[config.mk]
export PLATFORM = sky130hd
export DESIGN_NAME = tick_divider_bank_flat
export DESIGN_NICKNAME = d
export VERILOG_FILES = /design/src/rtl/tick_divider_bank_if.sv /design/src/rtl/tick_divider_bank.sv /design/src/flat_wrapper.sv
export SDC_FILE = /design/constraint.sdc
export NUM_CORES = 1
export LEC_CHECK = 0
export CORE_ASPECT_RATIO = 0.75
export CORE_MARGIN = 2
export CORE_UTILIZATION = 35
export CTS_CLUSTER_DIAMETER = 100
export DETAILED_ROUTE_END_ITERATION = 7
export HOLD_SLACK_MARGIN = 0.05
export PLACE_DENSITY_LB_ADDON = 0.25
export SYNTH_ARGS = -nofsm -noshare
export SYNTH_HDL_FRONTEND = slang
export SYNTH_SLANG_ARGS = --single-unit
[constraint.sdc]
create_clock -name clk -period 4.88 [get_ports clk]
set_input_delay 1.464 -clock clk [delete_from_list [all_inputs] [get_ports clk]]
set_output_delay 1.464 -clock clk [all_outputs]
set_load 0.1 [all_outputs]
[src/rtl/tick_divider_bank_if.sv]
// Half-period load handshake for tick_divider_bank: the requester drives
// channel/value/valid, the divider bank answers with a combinational ready.
interface tick_divider_bank_if #(
    parameter int unsigned CHANNELS = 4,
    parameter int unsigned CNT_W    = 32
);
    localparam int unsigned CH_W = (CHANNELS > 1) ? $clog2(CHANNELS) : 1;

    logic             cfg_valid;
    logic             cfg_ready;
    logic [CH_W-1:0]  cfg_ch;
    logic [CNT_W-1:0] cfg_half;

    modport master (
        output cfg_valid,
        output cfg_ch,
        output cfg_half,
        input  cfg_ready
    );

    modport slave (
        input  cfg_valid,
        input  cfg_ch,
        input  cfg_half,
        output cfg_ready
    );
endinterface

[src/rtl/tick_divider_bank.sv]
// Bank of independent programmable dividers: each channel produces a 50%-duty
// divclk and a one-cycle tick on every divclk rise, with glitch-free reloads.
module tick_divider_bank #(
    parameter int unsigned CHANNELS     = 4,
    parameter int unsigned CNT_W        = 32,
    parameter int unsigned DEFAULT_HALF = 500_000
) (
    input  logic                clk,
    input  logic                rst_n,
    input  logic [CHANNELS-1:0] en,
    input  logic                phase_clr,
    tick_divider_bank_if.slave  cfg,
    output logic [CHANNELS-1:0] divclk,
    output logic [CHANNELS-1:0] tick
);
    localparam int unsigned CH_W = (CHANNELS > 1) ? $clog2(CHANNELS) : 1;

    logic [CNT_W-1:0]    cnt   [CHANNELS];
    logic [CNT_W-1:0]    half  [CHANNELS];
    logic [CNT_W-1:0]    stage [CHANNELS];
    logic [CNT_W-1:0]    eh    [CHANNELS];
    logic [CHANNELS-1:0] pend;
    logic [CHANNELS-1:0] wrap;
    logic [CHANNELS-1:0] load_sel;

    // A programmed half of zero behaves as one so the counter always terminates.
    always_comb begin
        wrap = '0;
        for (int unsigned i = 0; i < CHANNELS; i++) begin
            eh[i]   = (half[i] == '0) ? CNT_W'(1) : half[i];
            wrap[i] = (cnt[i] == eh[i] - CNT_W'(1));
        end
    end

    // Out-of-range channel numbers match no entry, so they see ready=1 and are dropped.
    always_comb begin
        cfg.cfg_ready = 1'b1;
        for (int unsigned i = 0; i < CHANNELS; i++) begin
            if (cfg.cfg_ch == CH_W'(i)) begin
                cfg.cfg_ready = ~pend[i];
            end
        end
    end

    always_comb begin
        load_sel = '0;
        for (int unsigned i = 0; i < CHANNELS; i++) begin
            load_sel[i] = cfg.cfg_valid && cfg.cfg_ready && (cfg.cfg_ch == CH_W'(i));
        end
    end

    always_ff @(posedge clk or negedge rst_n) begin
        if (!rst_n) begin
            for (int unsigned i = 0; i < CHANNELS; i++) begin
                cnt[i]   <= '0;
                half[i]  <= CNT_W'(DEFAULT_HALF);
                stage[i] <= '0;
            end
            pend   <= '0;
            divclk <= '0;
            tick   <= '0;
        end else begin
            for (int unsigned i = 0; i < CHANNELS; i++) begin
                if (phase_clr) begin
                    cnt[i]    <= '0;
                    divclk[i] <= 1'b0;
                    tick[i]   <= 1'b0;
                    if (pend[i]) begin
                        half[i] <= stage[i];
                        pend[i] <= 1'b0;
                    end
                end else if (en[i] && wrap[i]) begin
                    // Toggle on the old half; the staged value governs the next half-period.
                    cnt[i]    <= '0;
                    divclk[i] <= ~divclk[i];
                    tick[i]   <= ~divclk[i];
                    if (pend[i]) begin
                        half[i] <= stage[i];
                        pend[i] <= 1'b0;
                    end
                end else if (en[i]) begin
                    cnt[i]  <= cnt[i] + CNT_W'(1);
                    tick[i] <= 1'b0;
                end else begin
                    tick[i] <= 1'b0;
                end

                // Accept only happens while pend is clear, so it never collides with an apply.
                if (load_sel[i]) begin
                    stage[i] <= cfg.cfg_half;
                    pend[i]  <= 1'b1;
                end
            end
        end
    end
endmodule

[src/flat_wrapper.sv]
// flat-port wrapper written by rule: the top's interface ports become plain ports
module tick_divider_bank_flat 
#(
    parameter int unsigned CHANNELS     = 4,
    parameter int unsigned CNT_W        = 32,
    parameter int unsigned DEFAULT_HALF = 500_000
)
  (clk, rst_n, en, phase_clr, divclk, tick, cfg_cfg_valid, cfg_cfg_ch, cfg_cfg_half, cfg_cfg_ready);
  tick_divider_bank_if #(.CHANNELS(CHANNELS), .CNT_W(CNT_W)) cfg_i ();
  input  logic clk;
  input  logic rst_n;
  input  logic [CHANNELS-1:0] en;
  input  logic phase_clr;
  output logic [CHANNELS-1:0] divclk;
  output logic [CHANNELS-1:0] tick;
  input wire logic [$bits(cfg_i.cfg_valid)-1:0] cfg_cfg_valid;
  input wire logic [$bits(cfg_i.cfg_ch)-1:0] cfg_cfg_ch;
  input wire logic [$bits(cfg_i.cfg_half)-1:0] cfg_cfg_half;
  output wire logic [$bits(cfg_i.cfg_ready)-1:0] cfg_cfg_ready;
  assign cfg_i.cfg_valid = cfg_cfg_valid;
  assign cfg_i.cfg_ch = cfg_cfg_ch;
  assign cfg_i.cfg_half = cfg_cfg_half;
  assign cfg_cfg_ready = cfg_i.cfg_ready;
  tick_divider_bank #(.CHANNELS(CHANNELS), .CNT_W(CNT_W), .DEFAULT_HALF(DEFAULT_HALF)) u_core (.clk(clk), .rst_n(rst_n), .en(en), .phase_clr(phase_clr), .cfg(cfg_i), .divclk(divclk), .tick(tick));
endmodule
==> flow_summary.toml <==
[status]
status = "completed"

[logic_synthesis]
avgSynthCellArea_um2 = 10.6
synth_edf_count = 0
synth_top_family_by_area = "simple AND/OR/NAND/NOR gates"
ys_types = 85
synthXorXnorAreaFrac_pct = 10.8
ys.flop_type = "dfrtp_1"
synthMuxAreaShare_pct = 14.9
ys_async_sr_fraction_pct = 100
synthAdderAreaFrac_pct = 0.463
ys_warn_count = 0
synthSimpleGateAreaFrac_pct = 19.1
synth_area_mm2 = 0.0216
synth_nets = 2085
syn_inst = 2035
synth-compound-area-share_pct = 6.61
seq_area_frac_synth_pct = 46.0
ys_ff_latch = 396

[hold_path]
hp-start = "u_core.stage[121]"
hold_depth = 1
hold_class = "reg2reg"
hold_end = "u_core.half[121]"

[clock_tree]
cts_root_buf = "clkbuf_16"
numClockSinks = 396
clkTransAtPathRegs_ps = 60
cts_tree = "built"
h-tree-depth = 2
postCtsSetupRepairBufs = 0
clkLatencyLatePin_ps = 600
numCtsBuffers = 42
ctsLongestPathBuffers = 3

[power_and_ir_drop]
p_leak_nw = 10.3
total_power_mw = 12.4
powerDensity_mw_per_mm2 = 491
peakVddDrop_v = 0.000248

[finish]
final_common_cell = "dfrtp_1"
multi_input_area_mm2 = 0.0113
nNetsFinal = 2204
stdcell_area_mm2 = 0.0253
regArea_mm2 = 0.00994
final_cell_mix = "368 x dfrtp_1, 217 x nor2_1, 180 x mux2_2, 142 x xor2_1, 125 x xnor2_1"
instances_no_fill = 2989
fillers = 5764
area_growth_pct = 17.0
drive_above_1_share_pct = 21.3

[die]
die_area_mm2 = 0.0638
dieWidth_um = 291
rows = 78
chipHeight_um = 219
io_pins = 51
start_util_pct = 35.6
core_mm2 = 0.0608

[critical_path]
r2r_cells = 15
worstPathCellList = "nor4_1 > nand4_1 > nor2_1 > a21oi_1 > ha_1 > or4b_2 > or4_1 > or3_1 > o31a_1 > nor2_1 > nand4_1 > nor3_2 > o21ai_2 > buf_12 > mux2_1"
r2r_end = "u_core.half[71]"
cp_slowest_cell = "or4b_2"
cp.arrival_ps = 5100
reg2reg_slack_ps = 240
crit_required_ps = 5340
crit_path_start_kind = "flop"
r2r-start = "u_core.half[81]"
path_max_fanout = 32
critPathCaptureType = "flop"
max_stage_delay_ps = 690
crit_type = "reg2reg"

[route]
first_pass_iters = 5
num_vias = 16240
routed_wl_um = 63900
drt_iter0_markers = 1238
via_per_inst = 5.43
route.detailed.drc = 0
ant_nets = 0
wl_per_cell_um = 21.4

[timing]
slew_headroom_pct = 27.7
max_freq_mhz = 216
finalSetupViolCount = 0
period_needed_ps = 4640
min_period_over_period_pct = 95.0
final_max_slew_viol_count = 0
final_hold_viol_count = 0
tightest_slew_ps = 1080
fin_setup_tns_ps = 0
rsz0062_at_grt = "false"
clock_skew_ps = 25.7
timing.hold.ws_ps = 473

[global_routing]
grt.overflow.total = 0
grt_use_total_pct = 20.3
antenna_found_initial = 2
grt_max_degree = 96
grt_pass1_vias = 16162
grt_pass1_wl_um = 100000

[job]
drv_cap = 0

[place]
gp_congestion = 0.932
placed_cells_incl_taps = 2910
place_area_mm2 = 0.0237
io_buffer_count = 50
post-dp-hpwl_um = 47600
## critical path: cells and delay by family, from the launching register on
| kind | cells | cell delay (ps) |
|---|---|---|
| buffers and inverters | 1 | 200 |
| AO/OA/AOI/OAI | 3 | 560 |
| adder cells (fa/ha/maj) | 1 | 220 |
| multiplexers | 1 | 330 |
| AND/OR/NAND/NOR | 9 | 2570 |
| flip-flops | 1 | 600 |
## where the power goes
group | switching, mW | leakage, nW | internal [mW] | total [mW]
clock network | 1.42 | 0.746 | 2.16 | 3.58
logic | 2.05 | 4.57 | 1.91 | 3.96
registers | 0.785 | 4.97 | 4.10 | 4.88
total | 4.26 | 10.3 | 8.17 | 12.4
## registers in the layout, summed over array words and instances, names as in the netlist
name and flops:
u_core.tick 4, u_core.pend 4, u_core.divclk 4, u_core.cnt 128, u_core.half 128, u_core.stage 128
## logic make-up after synthesis
| group | count (synthesis) |
|---|---|
| buffers and inverters | 112 |
| multiplexers | 276 |
| flip-flops | 396 |
| AO/OA/AOI/OAI | 198 |
| adder cells (fa/ha/maj) | 8 |
| XOR/XNOR | 267 |
| AND/OR/NAND/NOR | 778 |
## area by class of cell
class	count	area share (%)
diodes	1	0.00990
clock buffers	59	4.77
clock inverters	19	1.32
inverters	22	0.327
multi-input cells	1527	44.5
flip-flops and latches	396	39.3
well taps	800	3.96
repair buffers	165	5.78
## cell usage after synthesis (11+ instances only)
library cell / count / area [µm²]
and3_1: 26 / 163
nor2_1: 217 / 815
nor4b_1: 11 / 96.3
dfstp_2: 28 / 736
nor4_1: 54 / 338
nand3b_1: 12 / 90.1
nand2b_1: 23 / 144
or4_1: 30 / 225
nand4b_1: 13 / 114
mux2_4: 30 / 450
nand3_1: 61 / 305
a21oi_1: 33 / 165
xnor2_1: 125 / 1090
dfrtp_1: 368 / 9210
or2_2: 15 / 93.8
nor3_1: 64 / 320
nand2_1: 111 / 417
mux2_2: 180 / 2030
xor2_1: 142 / 1240
or3_1: 36 / 225
nor2b_1: 17 / 106
mux2_1: 49 / 552
o211ai_1: 18 / 135
buf_2: 13 / 65.1
o21ai_0: 31 / 155
clkbuf_1: 70 / 263
inv_1: 21 / 78.8
mux2i_1: 16 / 160
nand4_1: 40 / 250
## per-stage QoR
step	setup slack [ps]	util [%]
floorplan	191	-
global placement	155	39.0
detailed placement	87.9	39.0
CTS	76.9	41.6
global route	12.9	41.6
finish	242	41.6
## routing by layer
metal	wire length [µm]	vias up	GRT usage (%)
met1	33200	8169	31.9
li1	-	7588	-
met5	0	-	0
met3	3220	82	2.54
met2	26300	401	29.5
met4	1230	0	4.53
## worst max-delay path by stage
| stage | end | startpoint | slack [ps] |
|---|---|---|---|
| detailed placement | u_core.cnt[82] | u_core.half[81] | 90 |
| finish | u_core.half[71] | u_core.half[81] | 240 |
| CTS | u_core.cnt[80] | u_core.half[81] | 80 |
| floorplan | u_core.half[100] | u_core.half[109] | 190 |
| global route | u_core.half[62] | u_core.half[48] | 10 |
| global placement | u_core.cnt[66] | u_core.half[81] | 160 |
## timing repair
action                     4_1_cts  5_1_grt
hold buffers                     0        0
setup endpoints to repair        0       93
resized for setup                0        4
No activity file was read; power rests on OpenSTA's default activity.
